**src/rtl/fifo_pkg.sv**
```systemverilog
// Shared types and defaults for the synchronous FIFO pointer and status blocks.
package fifo_pkg;

  localparam int DATA_SIZE_DEF  = 8;
  localparam int ADDR_DEPTH_DEF = 8;
  localparam int ADDR_W_DEF     = $clog2(ADDR_DEPTH_DEF);

  typedef logic [ADDR_W_DEF-1:0] ptr_t;
  typedef logic [ADDR_W_DEF:0]   cnt_t;

  function automatic ptr_t ptr_inc(input ptr_t p);
    return (p == ptr_t'(ADDR_DEPTH_DEF - 1)) ? '0 : ptr_t'(p + 1'b1);
  endfunction

endpackage

```
**src/rtl/fifo_regfile.sv**
```systemverilog
// FIFO storage: synchronous write port, registered read port.
// Only the read-data register is reset; the array itself is never cleared.
module fifo_regfile #(
  parameter int DATA_SIZE  = 8,
  parameter int ADDR_DEPTH = 8,
  localparam int ADDR_W    = $clog2(ADDR_DEPTH)
) (
  input  logic                 clk,
  input  logic                 reset,
  input  logic                 we,
  input  logic [ADDR_W-1:0]    waddr,
  input  logic [DATA_SIZE-1:0] wdata,
  input  logic                 re,
  input  logic [ADDR_W-1:0]    raddr,
  output logic [DATA_SIZE-1:0] rdata
);

  logic [DATA_SIZE-1:0] mem_q [ADDR_DEPTH];
  logic [DATA_SIZE-1:0] rdata_d, rdata_q;

  always_comb begin
    rdata_d = rdata_q;
    if (re) rdata_d = mem_q[raddr];
  end

  always_ff @(posedge clk) begin
    if (we) mem_q[waddr] <= wdata;
  end

  always_ff @(posedge clk) begin
    if (reset) rdata_q <= '0;
    else       rdata_q <= rdata_d;
  end

  assign rdata = rdata_q;

endmodule

```
**src/rtl/fifo_ptr_ctrl.sv**
```systemverilog
// FIFO write/read pointer control: accept logic, occupancy, registered flags,
// sticky error flags, and the storage array instance.
module fifo_ptr_ctrl
  import fifo_pkg::*;
#(
  parameter int DATA_SIZE  = DATA_SIZE_DEF,
  parameter int ADDR_DEPTH = ADDR_DEPTH_DEF,
  parameter int AF_LEVEL   = 6,
  localparam int ADDR_W    = $clog2(ADDR_DEPTH)
) (
  input  logic                 clk,
  input  logic                 reset,
  input  logic                 wr_en,
  input  logic [DATA_SIZE-1:0] wr_data,
  input  logic                 rd_en,
  input  logic                 clr_err,
  output logic [DATA_SIZE-1:0] rd_data,
  output logic                 rd_valid,
  output logic [ADDR_W-1:0]    wr_ptr,
  output logic [ADDR_W-1:0]    rd_ptr,
  output logic [ADDR_W:0]      fifo_count,
  output logic                 fifo_full,
  output logic                 fifo_empty,
  output logic                 almost_full,
  output logic                 overflow,
  output logic                 underflow
);

  localparam logic [ADDR_W:0] CNT_FULL = (ADDR_W+1)'(ADDR_DEPTH);
  localparam logic [ADDR_W:0] CNT_AF   = (ADDR_W+1)'(AF_LEVEL);

  logic [ADDR_W-1:0] wr_ptr_d, wr_ptr_q, rd_ptr_d, rd_ptr_q;
  logic [ADDR_W:0]   count_d, count_q;
  logic              full_d, full_q, empty_d, empty_q, af_d, af_q;
  logic              ovf_d, ovf_q, udf_d, udf_q, rd_valid_d, rd_valid_q;
  logic              wr_acc, rd_acc;

  // Reset masks the array ports so a mid-operation reset never writes memory.
  assign wr_acc = wr_en & ~full_q  & ~reset;
  assign rd_acc = rd_en & ~empty_q & ~reset;

  always_comb begin
    wr_ptr_d   = wr_ptr_q;
    rd_ptr_d   = rd_ptr_q;
    count_d    = count_q;
    rd_valid_d = rd_acc;
    if (wr_acc) wr_ptr_d = wr_ptr_q + 1'b1;
    if (rd_acc) rd_ptr_d = rd_ptr_q + 1'b1;
    case ({wr_acc, rd_acc})
      2'b10:   count_d = count_q + 1'b1;
      2'b01:   count_d = count_q - 1'b1;
      default: count_d = count_q;
    endcase
    full_d  = (count_d == CNT_FULL);
    empty_d = (count_d == '0);
    af_d    = (count_d >= CNT_AF);
    ovf_d   = clr_err ? 1'b0 : (ovf_q | (wr_en & full_q));
    udf_d   = clr_err ? 1'b0 : (udf_q | (rd_en & empty_q));
  end

  always_ff @(posedge clk) begin
    if (reset) begin
      wr_ptr_q   <= '0;
      rd_ptr_q   <= '0;
      count_q    <= '0;
      full_q     <= 1'b0;
      empty_q    <= 1'b1;
      af_q       <= 1'b0;
      ovf_q      <= 1'b0;
      udf_q      <= 1'b0;
      rd_valid_q <= 1'b0;
    end else begin
      wr_ptr_q   <= wr_ptr_d;
      rd_ptr_q   <= rd_ptr_d;
      count_q    <= count_d;
      full_q     <= full_d;
      empty_q    <= empty_d;
      af_q       <= af_d;
      ovf_q      <= ovf_d;
      udf_q      <= udf_d;
      rd_valid_q <= rd_valid_d;
    end
  end

  fifo_regfile #(
    .DATA_SIZE  (DATA_SIZE),
    .ADDR_DEPTH (ADDR_DEPTH)
  ) u_regfile (
    .clk   (clk),
    .reset (reset),
    .we    (wr_acc),
    .waddr (wr_ptr_q),
    .wdata (wr_data),
    .re    (rd_acc),
    .raddr (rd_ptr_q),
    .rdata (rd_data)
  );

  assign wr_ptr      = wr_ptr_q;
  assign rd_ptr      = rd_ptr_q;
  assign fifo_count  = count_q;
  assign fifo_full   = full_q;
  assign fifo_empty  = empty_q;
  assign almost_full = af_q;
  assign overflow    = ovf_q;
  assign underflow   = udf_q;
  assign rd_valid    = rd_valid_q;

endmodule

```
**config.mk**
```make
export PLATFORM = sky130hd
export DESIGN_NAME = fifo_ptr_ctrl
export DESIGN_NICKNAME = d
export VERILOG_FILES = /design/src/rtl/fifo_pkg.sv /design/src/rtl/fifo_regfile.sv /design/src/rtl/fifo_ptr_ctrl.sv
export SDC_FILE = /design/constraint.sdc
export NUM_CORES = 1
export LEC_CHECK = 0
export CAP_MARGIN = 30
export CELL_PAD_IN_SITES_DETAIL_PLACEMENT = 0
export CELL_PAD_IN_SITES_GLOBAL_PLACEMENT = 1
export CORE_MARGIN = 2
export CORE_UTILIZATION = 51
export CTS_CLUSTER_SIZE = 14
export DETAILED_ROUTE_END_ITERATION = 8
export MAX_ROUTING_LAYER = met4
export PLACE_DENSITY = 0.82
export SLEW_MARGIN = 15
export SYNTH_ARGS = -nofsm -noshare
export SYNTH_HDL_FRONTEND = slang
export SYNTH_SLANG_ARGS = --single-unit
export TNS_END_PERCENT = 10
```
**constraint.sdc**
```tcl
create_clock -name clk -period 5.7 [get_ports clk]
set_input_delay 1.71 -clock clk [delete_from_list [all_inputs] [get_ports clk]]
set_output_delay 1.71 -clock clk [all_outputs]
set_load 0.02 [all_outputs]
```
**Word level (Yosys, flattened, before mapping)**

Memory sizes are Yosys's and may differ from the RTL's. A register that Yosys moved wholly into a read port is not among the register bits.
Cells that the tools add are included.

- Logic and storage cells: 34
- Output and inout bits: 24
- Bits of input ports: 13
- RAM bits: 64
- Bits in registers: 16
- Memories: 1

Memory list:

| name | depth | width | read ports | clocked after memory_dff | wr ports | RTL line | RTL |
|---|---|---|---|---|---|---|---|
| u_regfile.mem_q | 8 | 8 | 1 | 1 | 1 | fifo_regfile.sv:18 | `logic [DATA_SIZE-1:0] mem_q [ADDR_DEPTH];` |

- $lt $le $gt $ge: 1
- Multiplexer cells: 3
- $add $sub $neg: 4
- Eq/ne operators: 3
- Bitwise operators: 11
- Reductions and logical operators: 2

Operators with widths:

| cell | count |
|---|---|
| $pmux W4 S2 | 1 |
| $add A3 B1 Y3 const B | 2 |
| $and A1 B1 Y1 | 6 |
| $add A4 B1 Y4 const B | 1 |
| $eq A4 B4 Y1 const B | 1 |
| $ge A4 B3 Y1 const B | 1 |
| $logic_not A4 Y1 | 1 |
| $sub A4 B1 Y4 const B | 1 |
| $not A1 Y1 | 3 |
| $eq A2 B1 Y1 const B | 1 |
| $eq A2 B2 Y1 const B | 1 |
| $mux W1 | 2 |
| $or A1 B1 Y1 | 2 |
| $reduce_or A2 Y1 | 1 |

**Longest topological paths before layout**

Gate-level depths: netlist of the first run.

- Depth in word-level cells: 6
- Depth in mapped cells: 11
- Depth with buffers taken out: 10

**Modules after synthesis**

From an unflattened synthesis of the first run, not the netlist that was laid out.

- Cells, all modules: 239
- Area, all modules: 3,563.4 µm²

By module, submodules not included:

| module | seq. area each (µm²) | cells an instance | area each (µm²) | instances |
|---|---|---|---|---|
| fifo_regfile | 2,082.0 | 162 | 2,812.7 | 1 |
| fifo_ptr_ctrl | 320.3 | 77 | 750.7 | 1 |

**Worst setup path after synthesis of the first run**

Ideal clock, no wire load.

- Path kind: input-to-reg
- From: input reset
- To: register full_q (netlist: fifo_full)
- Data required time: 5,610 ps
- Buffers on the path: 1
- Data arrival time: 3,453 ps
- Path slack: 2,157 ps
- Setup time: 90 ps
- Stages: 11
- Cells stage by stage: buf_6 -> or3b_4 -> inv_2 -> nand2_1 -> xnor2_1 -> ha_1 -> a21oi_1 -> a21boi_1 -> nor3_1 -> xnor2_1 -> nor4bb_2

- Cells in the longest elaborated chain, start to end: 5
- Elaborated cells between the ends (all ways): 7
- Those cells by class: eq/ne (3); mux (1); bitwise (3)

RTL lines:

| item | RTL line | RTL |
|---|---|---|
| from (decl) | fifo_ptr_ctrl.sv:12 | `input logic reset,` |
| $not A1 Y1 | fifo_ptr_ctrl.sv:39, fifo_ptr_ctrl.sv:40 |  |
| $and A1 B1 Y1, on equally long branches | fifo_ptr_ctrl.sv:40, fifo_ptr_ctrl.sv:39 |  |
| $eq A2 B1 Y1 / $eq A2 B2 Y1 (equally long branches) | fifo_ptr_ctrl.sv:49 | `case ({wr_acc, rd_acc})` |
| $pmux W4 S2 | fifo_ptr_ctrl.sv:49 |  |
| $eq A4 B4 Y1 | fifo_ptr_ctrl.sv:54 | `full_d = (count_d == CNT_FULL);` |
| to (signal assigned) | fifo_ptr_ctrl.sv:76 | `full_q <= full_d;` |
| to (decl) | fifo_ptr_ctrl.sv:34 | `logic full_d, full_q, empty_d, empty_q, af_d, af_q;` |

Parallel ways exist; a longest one is shown, timed or not.
A chain may end at the register's enable or synchronous reset.

**Worst setup path in the final report of the first run**

Same ends and word-level chain as after synthesis.

==> metrics.txt, run 1 <==
root buf cell clkbuf_8; M1 GR Usage 25.6%; top cell type's share of synthesized area 55.1%; flop-to-flop setup slack 3.25 ns; CTS clock-pin slew for the worst setup and hold paths 0.10 ns; initial antenna violation count 0; core area 6720 um2; crit start category input pin; Crit Reg-Reg Startpoint fifo_empty$_SDFF_PP1_; CP Capture Type flop; minimum clock period 4.02 ns; Hold Path Sink u_regfile.rdata[0]$_SDFFE_PP0P_; total global routing overflow 0; Critical Path, Cell by Cell clkdlybuf4s50_1, buf_4, or3b_4, inv_2, nand2_1, xnor2_1, ha_1, a21oi_1, a21boi_1, nor3_1, xnor2_1, nor4bb_2; #FFs+latches synth 88; Post-synth EDFFs 64; top post-synthesis cells by count 64 x edfxtp_1, 24 x dfxtp_1, 16 x mux4_2, 14 x nor2_1, 10 x nand2_1; Inserted Clock Buffers 9; LEAKAGE 0.00133 uW; Synth area leader edfxtp_1; Netlist Area Pre-Place 3490 um2; main combinational cell family by area after synthesis multiplexers; largest net degree at the start of global routing 28; Required @ worst endpoint 5.98 ns; Yosys warnings 0; first-pass GRT wire length 9.88 mm; PwrDens 304 nW/um2; Worst Tran Pin Value 0.949 ns; asr flop ratio synth 0%; Post-DRT Antenna Nets 0; # rows 30; vias per cell 5.53; vias in the first global route 1861; syn nets 230; H-Tree Depth 3; Synth Area in XOR/XNOR 1.97%; busiest metal layer after global routing met2; post-CTS sizing 0; Setup TNS 0 ns; Routed WL per cell 18.4 um; clk_lat worst skew 0.36 ns; maximum vdd ir drop 0.175 mV; hold crit path type reg -> reg; Crit Path Max Fanout 27; Reg2Reg Depth 10; top_reg_cell synth edfxtp_1; Final setup viols 0; Crit path arrival time 4.30 ns; Top Ports 37; Setup Fix Bufs, Post-CTS 0; met2 usage 27.8%; max-slew violation count 0; nets 269; CP Launch Point reset; RSZ-0062 raised after global routing false; post-synthesis compound-gate area fraction 3.94%; CTS tree yes; clock skew 0.0172 ns; DRT Wirelength 6.18 mm; Final Hold Fails 0; Pre-antenna DRT Iters 4; count leader, synth edfxtp_1; worst reg2reg path endpoint fifo_full$_SDFF_PP0_; Die W 86.7 um; die area 7520 um2; register area share after synthesis 68.8%; CP dominant cell by count xnor2_1; hold path cells 2; # DRC 0; Detailed Place HPWL 4.03 mm; Final GP Congestion 0.804; Post-Synth Simple-Gate Area 8.78%; CP max stage delay 0.52 ns; Syn Inst Count 213; average cell area after synthesis 16.4 um2; total track usage 19.2%; worst setup path class in -> reg; Die Y 86.7 um; clock buffer depth 2; ranking of synthesized cells by area edfxtp_1 55%, dfxtp_1 14%, mux4_2 10%; post-synthesis mux area share 12.9%; Slew HR 36.5%; MaxCap Viol Count 0; GRT met3 Usage 5.43%; Area Overhead vs Synth 17.7%; Design Power 1250 uW; Tcrit/Tclk final 70.6%; adder-cell share of the synthesized area 1.43%; IO buf count 36; hold_sp u_regfile.rdata[0]$_SDFFE_PP0P_; Fmax 249 MHz; post-synthesis cell type count 35; delay-heaviest family, CP simple AND/OR/NAND/NOR gates; layout cells sized above 1 17.1%; Buf/Inv on CP 3; # diodes 0; initial core utilization 52.0%; clk sinks 88; via count 1863; hold buffers post-CTS 0; CP max stage cell or3b_4; DR iter-0 viols 96; status finished clean
## area by class of cell
type | count | area [um2]
clock buffer | 9 | 124
inverter | 4 | 15.0
clock inverter | 7 | 66.3
sequential | 88 | 2400
multi-input combinational | 110 | 1020
tap | 80 | 100
timing repair buffer | 39 | 383
fill | 496 | 2610
## cell usage in the layout (no fill, tap or decap), drive strengths merged, types with 2 or more instances in the layout
cell type	instances
nand2b	7
nor3	6
clkinv	3
edfxtp	64
dfxtp	24
ha	4
nor2b	2
clkdlybuf4s50	36
mux2i	9
nand3b	9
clkbuf	9
o21ai	8
clkinvlp	2
nor2	14
nand2	10
o22ai	2
buf	3
xor2	3
a21oi	4
mux4	16
xnor2	4
inv	6
## per-layer routing
layer / vias to the layer above / routed length, um
li1: 896 / -
met1: 922 / 2980
met2: 39 / 2900
met3: 6 / 226
met4: 0 / 82
met5: - / 0
## power by group
group,internal [uW],switching (uW)
combinational,63.3,63.0
sequential,703,13.3
clock,166,240
total,932,316
## logic make-up (layout without fill, tap and decap cells)
group / after synthesis / after routing
flip-flops: 88 / 88
AND/OR/NAND/NOR: 54 / 54
multiplexers: 25 / 25
AO/OA/AOI/OAI: 20 / 20
buffers and inverters: 15 / 59
XOR/XNOR: 7 / 7
adder cells (fa/ha/maj): 4 / 4
## flip-flops by register name (all words and copies together) (netlist names)
register         cells
overflow             1
rd_valid             1
underflow            1
u_regfile.rdata      8
wr_ptr               3
fifo_empty           1
fifo_count           4
fifo_full            1
rd_ptr               3
almost_full          1
u_regfile.mem_q     64
## worst max-delay path by stage
stage	endpoint	slack (ns)	depth (start not counted)
floorplan	fifo_full$_SDFF_PP0_	2.16	11
global placement	fifo_full$_SDFF_PP0_	1.37	12
detailed placement	fifo_full$_SDFF_PP0_	1.28	12
CTS	fifo_full$_SDFF_PP0_	1.67	12
global route	fifo_full$_SDFF_PP0_	1.49	12
finish	fifo_full$_SDFF_PP0_	1.68	12
## through the flow
stage	std cells	util, %	setup slack (ns)	hold slack, ns	area, um2
after global routing	337	61.2	1.49	0.521	4110
after CTS	337	61.2	1.67	0.484	4110
after floorplan	213	-	2.16	0.554	3490
after global placement	321	58.3	1.37	0.467	3920
final	337	61.2	1.68	0.481	4110
after detailed placement	321	58.3	1.28	0.468	3920
## worst register-to-register path: stages, from the launching register on
cell and delay (ns):
dfxtp_1 0.38, or3b_4 0.54, inv_2 0.14, nand2_1 0.07
xnor2_1 0.14, ha_1 0.19, a21oi_1 0.14, a21boi_1 0.17
nor3_1 0.07, xnor2_1 0.28, nor4bb_2 0.24
No activity file was read; power rests on OpenSTA's default activity.
==> run 2, diff against run 1 <==
--- a/config.mk
+++ b/config.mk
@@ -9,11 +9,11 @@
 export CELL_PAD_IN_SITES_DETAIL_PLACEMENT = 0
 export CELL_PAD_IN_SITES_GLOBAL_PLACEMENT = 1
 export CORE_MARGIN = 2
-export CORE_UTILIZATION = 51
+export CORE_UTILIZATION = 42
 export CTS_CLUSTER_SIZE = 14
 export DETAILED_ROUTE_END_ITERATION = 8
 export MAX_ROUTING_LAYER = met4
-export PLACE_DENSITY = 0.82
+export PLACE_DENSITY = 0.72
 export SLEW_MARGIN = 15
 export SYNTH_ARGS = -nofsm -noshare
 export SYNTH_HDL_FRONTEND = slang
==> constraint.sdc (replaced) <==
create_clock -name clk -period 3.4 [get_ports clk]
set_input_delay 1.02 -clock clk [delete_from_list [all_inputs] [get_ports clk]]
set_output_delay 1.02 -clock clk [all_outputs]
set_load 0.02 [all_outputs]
==> metrics.txt, run 2 (synthesized netlist as in run 1, its figures left out) <==
status finished clean; total track usage 15.7% (-3.5 points); DP Area 4060 um2 (+3.5%); Fillers 685 (+38%); Required @ worst endpoint 3.67 ns (-2.31 ns); Design Power 2150 uW (+72%); root buf cell clkbuf_8; most common library cell in the layout ignoring fill and taps edfxtp_1; Routed WL per cell 16.4 um (-10%); CTS tree yes; initial core utilization 42.9% (-9.0 points); die area 9060 um2 (+20%); DR iter-0 viols 104 (+8.3%); hold buffers post-CTS 0 (unchanged); largest net degree at the start of global routing 21 (-25%); Pre-antenna DRT Iters 4 (unchanged); Clock power frac 34.0% (+1.5 points); Detailed Place HPWL 4.08 mm (+1.2%); Crit path arrival time 3.29 ns (-1.01 ns); Sw Pwr 513 uW (+63%); Final setup viols 0 (unchanged); PwrDens 505 nW/um2 (+66%); core area 8130 um2 (+21%); Worst Tran Pin Value 0.419 ns (-0.529 ns); LEAKAGE 0.00142 uW (+6.6%); minimum clock period 3.03 ns; clock buffer depth 2 (unchanged); H-Tree Depth 3 (unchanged); CTS clock-pin slew for the worst setup and hold paths 0.10 ns (about the same); placed cell count 361 (+12%); via count 1910 (+2.5%); clk sinks 88 (unchanged); Int Power 1640 uW (+76%); # DRC 0 (unchanged); Fmax 330 MHz; Final GP Congestion 0.767 (-4.7%); Slew HR 72.0% (+35 points); # diodes 0 (unchanged); layout cells sized above 1 21.0% (+3.8 points); Setup Fix Bufs, Post-CTS 0 (unchanged); clk_lat worst skew 0.35 ns (about the same); max-slew violation count 0 (unchanged); initial antenna violation count 0 (unchanged); Final Hold Fails 0 (unchanged); commonest cells after routing, fill and taps aside 64 x edfxtp_1, 36 x clkdlybuf4s50_1, 24 x dfxtp_1, 18 x buf_4, 16 x mux4_2; total global routing overflow 0 (unchanged); non-filler cells, final 377 (+12%); IO buf count 36 (unchanged); Logic pwr share 10.4% (+0.3 points); Switching Fraction 23.8% (-1.5 points); maximum vdd ir drop 0.272 mV (+56%); FF/Latch Area 2400 um2 (unchanged); post-CTS sizing 0 (unchanged); Crit Path Max Fanout 6 (-78%); nets 284 (+5.6%); # rows 33 (+10%); Die W 95.2 um (+9.7%); crit start category input pin; Inserted Clock Buffers 9 (unchanged); Area Overhead vs Synth 22.1%; area of the multi-input gates 1010 um2 (-0.49%); clock skew 0.0103 ns (-0.00682 ns); vias per cell 5.07 (-8.4%); Reg power frac 55.6% (-1.8 points); Die Y 95.2 um (+9.7%); post-route cell area 4260 um2 (+3.7%); MaxCap Viol Count 0 (unchanged); vias in the first global route 1813 (-2.6%); Post-DRT Antenna Nets 0 (unchanged); hold crit path type reg -> reg; Top Ports 37 (unchanged); Tcrit/Tclk final 89.0%; RSZ-0062 raised after global routing false; DRT Wirelength 6.19 mm (+0.13%); CP Capture Type flop; Biggest register u_regfile.mem_q; worst setup path class in -> reg; max reg flops 64 (unchanged); first-pass GRT wire length 9.92 mm (+0.35%)
## run 2: power groups by stage
stage	Clock (uW)	Sequential, uW	Combinational [uW]
2_1_floorplan	0	1240	115
3_3_place_gp	0	1220	222
3_5_place_dp	0	1220	225
4_1_cts	749	1200	226
5_1_grt	787	1200	244
6_report	732	1200	223
## run 2: critical path: stages
cell and delay, ns:
clkdlybuf4s50_1 0.48, or3b_4 0.38, inv_2 0.11, nand2_1 0.07, xnor2_1 0.12, ha_1 0.18, a21oi_1 0.15, a21boi_1 0.18
nor3_1 0.08, xnor2_1 0.26, nor4bb_2 0.25
## run 2: metal layers
layer	part of all wire (%)	vias up	GRT usage (%)
li1	-	920	-
met1	46	939	21.1
met2	48	42	23.2
met3	4.2	9	3.16
met4	1.6	0	6.88
met5	0	-	-
## run 2: metrics by stage
| stage | TNS, ns | worst slack (ns) | hold slack [ns] | utilization, % |
|---|---|---|---|---|
| 6_report | 0 | 0.373 | 0.480 | 52.4 |
| 5_1_grt | 0 | 0.189 | 0.507 | 52.4 |
| 4_1_cts | 0 | 0.376 | 0.486 | 52.4 |
| 3_5_place_dp | -0.00306 | -0.00306 | 0.470 | 49.9 |
| 3_3_place_gp | 0 | 0.0797 | 0.465 | 49.9 |
| 2_1_floorplan | 0 | 0.547 | 0.554 | - |
## run 2: path summary, 6_finish.rpt
path,from,to,slack [ns],depth (start not counted)
max,rd_en,fifo_full$_SDFF_PP0_,0.37,11
min,u_regfile.rdata[6]$_SDFFE_PP0P_,u_regfile.rdata[6]$_SDFFE_PP0P_,0.48,2
max reg2reg,fifo_empty$_SDFF_PP1_,fifo_full$_SDFF_PP0_,1.11,10
min reg2reg,u_regfile.rdata[6]$_SDFFE_PP0P_,u_regfile.rdata[6]$_SDFFE_PP0P_,0.48,2
## run 2: cell type report
cell class | instances | area share (%)
clock buffers | 9 | 2.91
clock inverters | 7 | 1.88
inverters | 4 | 0.352
multi-input cells | 110 | 23.8
flip-flops and latches | 88 | 56.4
well taps | 105 | 3.08
repair buffers | 54 | 11.6
==> run 3, diff against run 2 <==
--- a/config.mk
+++ b/config.mk
@@ -5,7 +5,6 @@
 export SDC_FILE = /design/constraint.sdc
 export NUM_CORES = 1
 export LEC_CHECK = 0
-export CAP_MARGIN = 30
 export CELL_PAD_IN_SITES_DETAIL_PLACEMENT = 0
 export CELL_PAD_IN_SITES_GLOBAL_PLACEMENT = 1
 export CORE_MARGIN = 2
==> results of run 3 <==
Same layout as run 2: the final DEF is identical, and so are final timing and power.
==> RTL change 1, RTL diff (flow settings as in run 3) <==
`ADDR_DEPTH_DEF`: 8 -> 4.
--- a/src/rtl/fifo_pkg.sv
+++ b/src/rtl/fifo_pkg.sv
@@ -2,7 +2,7 @@
 package fifo_pkg;
 
   localparam int DATA_SIZE_DEF  = 8;
-  localparam int ADDR_DEPTH_DEF = 8;
+  localparam int ADDR_DEPTH_DEF = 4;
   localparam int ADDR_W_DEF     = $clog2(ADDR_DEPTH_DEF);
 
   typedef logic [ADDR_W_DEF-1:0] ptr_t;
Ports: changed (resized fifo_count, rd_ptr and wr_ptr); port bits go from 37 to 34. No check against the original RTL was run, so the function may have changed too.
==> RTL change 1 against run 3 <==
  * Setup slack worse by 0.093 ns
  * Via count down 38%
  * Final area down 40%
  * Die area down 40%
  * Synthesized area decreased by 42%
  * Sequential cell count decreased by 35
  * Non-clock buffer count fell by 13
  * Clock skew is 0.0030 ns lower
  * Register-to-register slack hardly changed
  * Largest cell class unchanged
  * Hold slack got worse by 0.00077 ns
  * Fmax down 3.0%
  * Critical path depth is 3 lower
  * Power decreased by 42%
  * Routed wire length is 38% lower
  * Largest power group unchanged
==> RTL change 1: results (changes against run 3) <==
Yosys
  • Post-synth EDFFs: 32 (was 64)
  • Avg Synthesized Cell Area: 15.7 µm² (was 16.4 µm²)
  • Synth unique cells: 28 (was 35)
  • Synth Area in Compound Gates: 5.86% (was 3.94%)
  • Post-synthesis sequential area ratio: 68.1% (was 68.8%)
  • Adder-cell share of the synthesized area: 4.07% (was 1.43%)
  • Mux share of post-synthesis cell area: 9.86% (was 12.9%)
  • Post-synth top cells: edfxtp_1 (32), dfxtp_1 (21), a22o_1 (8), inv_1 (8), mux4_2 (8) (was edfxtp_1 (64), dfxtp_1 (24), mux4_2 (16))
  • Syn_nets: 148 (was 230)

Timing
  • Slack of the critical path: 0.280 ns (was 0.373 ns)
  • WHS: 0.480 ns (about the same)
  • Layout Skew: 0.00730 ns (was 0.0103 ns)
  • Max_slew headroom: 65.2% (was 72.0%)

Power
  • Leak: 0.894 nW (was 1.42 nW)
  • Sw frac: 23.9% (was 23.8%)
  • Sequential Power: 0.729 mW (was 1.20 mW)

Finish
  • Register area: 0.00138 mm² (was 0.00240 mm²)
  • Final #Nets: 192 (was 284)
  • Nonclk inv count: 8 (was 4)
  • Buffer share of cell area: 15.3% (was 11.6%)
  • Fraction of area in multi-input gates: 23.4% (was 23.8%)
  • Clock Buffer Count: 7 (was 9)
  • Max reg flops: 32 (was 64)
  • Clk tree area frac: 3.15% (was 4.79%)
  • Seq area share: 54.3% (was 56.4%)

Routing
  • DR WL/cell: 16.8 µm (was 16.4 µm)
  • Vias/cell: 5.22 (was 5.07)

Clock tree
  • H-tree depth reported by CTS: 2 (was 3)
  • CTS Buf Count: 5 (was 9)
  • CTS Sinks: 53 (was 88)
  • Clk_lat worst skew: 0.30 ns (was 0.35 ns)

GRT
  • First-pass GRT wire length: 6030 µm (was 9920 µm)
  • Largest net degree at the start of global routing: 16 (was 21)
  • GRT Total Usage: 16.2% (was 15.7%)

Placement
  • Post-DP HPWL: 2560 µm (was 4080 µm)
  • RePlAce Congestion: 0.791 (was 0.767)
  • Placed Cells: 220 (was 361)
  • IO Port Bufs: 33 (was 36)

Status
  • Status: completed (unchanged)

Setup path
  • R2R depth: 7 (was 10)
  • Worst setup endpoint: fifo_empty (was fifo_full)

Floorplan
  • Tap cells: 54 (was 105)
[RTL change 1: per-layer routing]
layer,share of wire (%),wire [µm],vias up
met4,1.5,57,0
li1,-,-,570
met5,0,0,-
met3,4.3,166,6
met2,52,2010,25
met1,42,1610,589
[RTL change 1: worst reg2reg max path: cells and delay by family, from the launching register on]
kind,cells,cell delay (ns)
simple gates,3,0.91
fa+ha+maj,2,0.64
flops,1,0.37
xor+xnor,1,0.22
buf+inv,1,0.07
[RTL change 1: worst min-delay path by stage]
stage,startpoint,to,cells past startpoint
after floorplan,overflow,overflow,2
after global placement,u_regfile.rdata[0],u_regfile.rdata[0],1
after detailed placement,u_regfile.rdata[0],u_regfile.rdata[0],1
after CTS,u_regfile.rdata[0],u_regfile.rdata[0],1
after global routing,u_regfile.rdata[6],u_regfile.rdata[6],1
final,u_regfile.rdata[0],u_regfile.rdata[0],1
==> RTL change 2, RTL diff (settings of run 3) <==
Made on the original files. Register the output `fifo_count` once more, without a reset; this adds one clock of latency there. The other outputs are not delayed to match.
--- a/src/rtl/fifo_ptr_ctrl.sv
+++ b/src/rtl/fifo_ptr_ctrl.sv
@@ -98,7 +98,9 @@
 
   assign wr_ptr      = wr_ptr_q;
   assign rd_ptr      = rd_ptr_q;
-  assign fifo_count  = count_q;
+  always_ff @(posedge clk) begin
+    fifo_count <= count_q;
+  end
   assign fifo_full   = full_q;
   assign fifo_empty  = empty_q;
   assign almost_full = af_q;
Formal check against the unedited RTL: not equivalent (Yosys sat finds a counterexample within 4 cycles, from zero or initial values and one cycle with reset high).
==> RTL change 2 against run 3 <==
  * Count of clock-buffer cells in the layout unchanged
  * Critical path type unchanged
  * Synthesized area up 2.3%
  * Routed wire length up 2.9%
  * Setup slack better by 0.071 ns
  * Highest routed layer unchanged
  * Synthesized cell count up 1.9%
  * Final area up 2.2%
  * Largest power group unchanged
  * Power up 2.6%
  * Critical endpoint unchanged
  * Global-route usage down 0.16 points
  * Fmax up 2.4%
  * First-iteration DRC count down 11%
  * Sequential cell count up 4
==> RTL change 2: results (changes against run 3) <==
Placement
  • Post-DP HPWL: 4060 µm (was 4080 µm)
  • RePlAce Congestion: 0.739 (was 0.767)
  • Setup WS pre-CTS: 0.0632 ns (was -0.00306 ns)

Status
  • Status: completed (unchanged)

Yosys
  • Syn_nets: 234 (was 230)
  • Synth unique cells: 35 (unchanged)
  • Post-synthesis sequential area ratio: 69.5% (was 68.8%)
  • Post-synth top cells: edfxtp_1 (64), dfxtp_1 (28), mux4_2 (16) (was edfxtp_1 (64), dfxtp_1 (24), mux4_2 (16))
  • Top area cells in the synthesized netlist: edfxtp_1 (54%), dfxtp_1 (16%), mux4_2 (10%) (was edfxtp_1 (55%), dfxtp_1 (14%), mux4_2 (10%))

GRT
  • Vias in the first global route: 1,823 (was 1,813)
  • GRT Total Usage: 15.5% (was 15.7%)
  • First-pass GRT wire length: 9950 µm (was 9920 µm)

Routing
  • DR WL/cell: 16.7 µm (was 16.4 µm)
  • 1st-iter DRT viols: 93 (was 104)
  • DR vias: 1,909 (was 1,910)

Setup path
  • Worst path most repeated cell: xnor2_1 (unchanged)
  • Worst R2R Start: fifo_full (was fifo_empty)
  • R2R depth: 9 (was 10)
  • Crit-path max FO: 4 (was 6)
  • Reg2reg setup slack: 1.16 ns (was 1.11 ns)
  • CP max stage cell: clkdlybuf4s50_1 (unchanged)

Finish
  • Max reg flops: 64 (unchanged)
  • Share of layout cells above drive strength 1: 21.3% (was 21.0%)
  • Fill cells: 669 (was 685)
  • Final #Nets: 289 (was 284)

Clock tree
  • CTS root buf: clkbuf_8 (unchanged)
  • CTS max path bufs: 2 (unchanged)
  • H-tree depth reported by CTS: 3 (unchanged)

Power
  • Worst VDD drop: 0.246 mV (was 0.272 mV)
  • Leak: 1.46 nW (was 1.42 nW)

Timing
  • Slack of the critical path: 0.444 ns (was 0.373 ns)
  • Max_slew headroom: 72.4% (was 72.0%)
  • Layout Skew: 0.0102 ns (was 0.0103 ns)
[RTL change 2: worst min-delay path by stage]
| stage | from | end | slack (ns) | cells past startpoint |
|---|---|---|---|---|
| 2_1_floorplan | count_q[1] | fifo_count[1] | 0.33 | 0 |
| 3_3_place_gp | count_q[3] | fifo_count[3] | 0.39 | 0 |
| 3_5_place_dp | count_q[3] | fifo_count[3] | 0.38 | 0 |
| 4_1_cts | count_q[3] | fifo_count[3] | 0.40 | 0 |
| 5_1_grt | count_q[3] | fifo_count[3] | 0.41 | 0 |
| 6_report | count_q[3] | fifo_count[3] | 0.40 | 0 |
[RTL change 2: layout make-up]
type | count | area, µm² | area share [%]
Clock buffer | 9 | 124 | 2.84
Multi-Input combinational cell | 110 | 1010 | 23.3
Clock inverter | 7 | 86.3 | 1.98
Timing Repair Buffer | 55 | 503 | 11.5
Inverter | 4 | 15.0 | 0.345
Tap cell | 105 | 131 | 3.02
Sequential cell | 92 | 2480 | 57.0
[RTL change 2: logic make-up after synthesis]
kind of cell    after synthesis  synth area share (%)
fa+ha+maj                     4                  1.40
mux                          25                  12.6
simple gates                 54                  8.58
xor+xnor                      7                  1.93
compound gates               20                  3.85
flops                        92                  69.5
buf+inv                      15                  2.10
[RTL change 2: metal layers]
metal / GRT usage (%) / vias to the layer above / wire, µm
li1: - / 933 / -
met1: 22.2 / 930 / 3170
met2: 21.6 / 40 / 2890
met3: 3.92 / 6 / 239
met4: 5.36 / 0 / 72
met5: - / - / 0
[RTL change 2: where the power goes]
group | internal, mW | total [mW] | switching, mW | leakage, nW
sequential | 1.23 | 1.25 | 0.0201 | 0.806
combinational | 0.113 | 0.222 | 0.109 | 0.546
clock | 0.299 | 0.737 | 0.438 | 0.105
[RTL change 2: critical path: cells and delay by family]
kind | cells | cell delay (ns)
simple gates | 4 | 0.78
buf+inv | 2 | 0.55
xor+xnor | 2 | 0.37
compound gates | 2 | 0.32
fa+ha+maj | 1 | 0.18
[RTL change 2: metrics by stage]
stage               power [mW]  instance area, µm²  cells
finish                    2.21                4360    382
global route              2.31                4360    382
CTS                       2.23                4360    382
detailed placement        1.50                4150    366
global placement          1.50                4150    366
floorplan                 1.41                3570    217
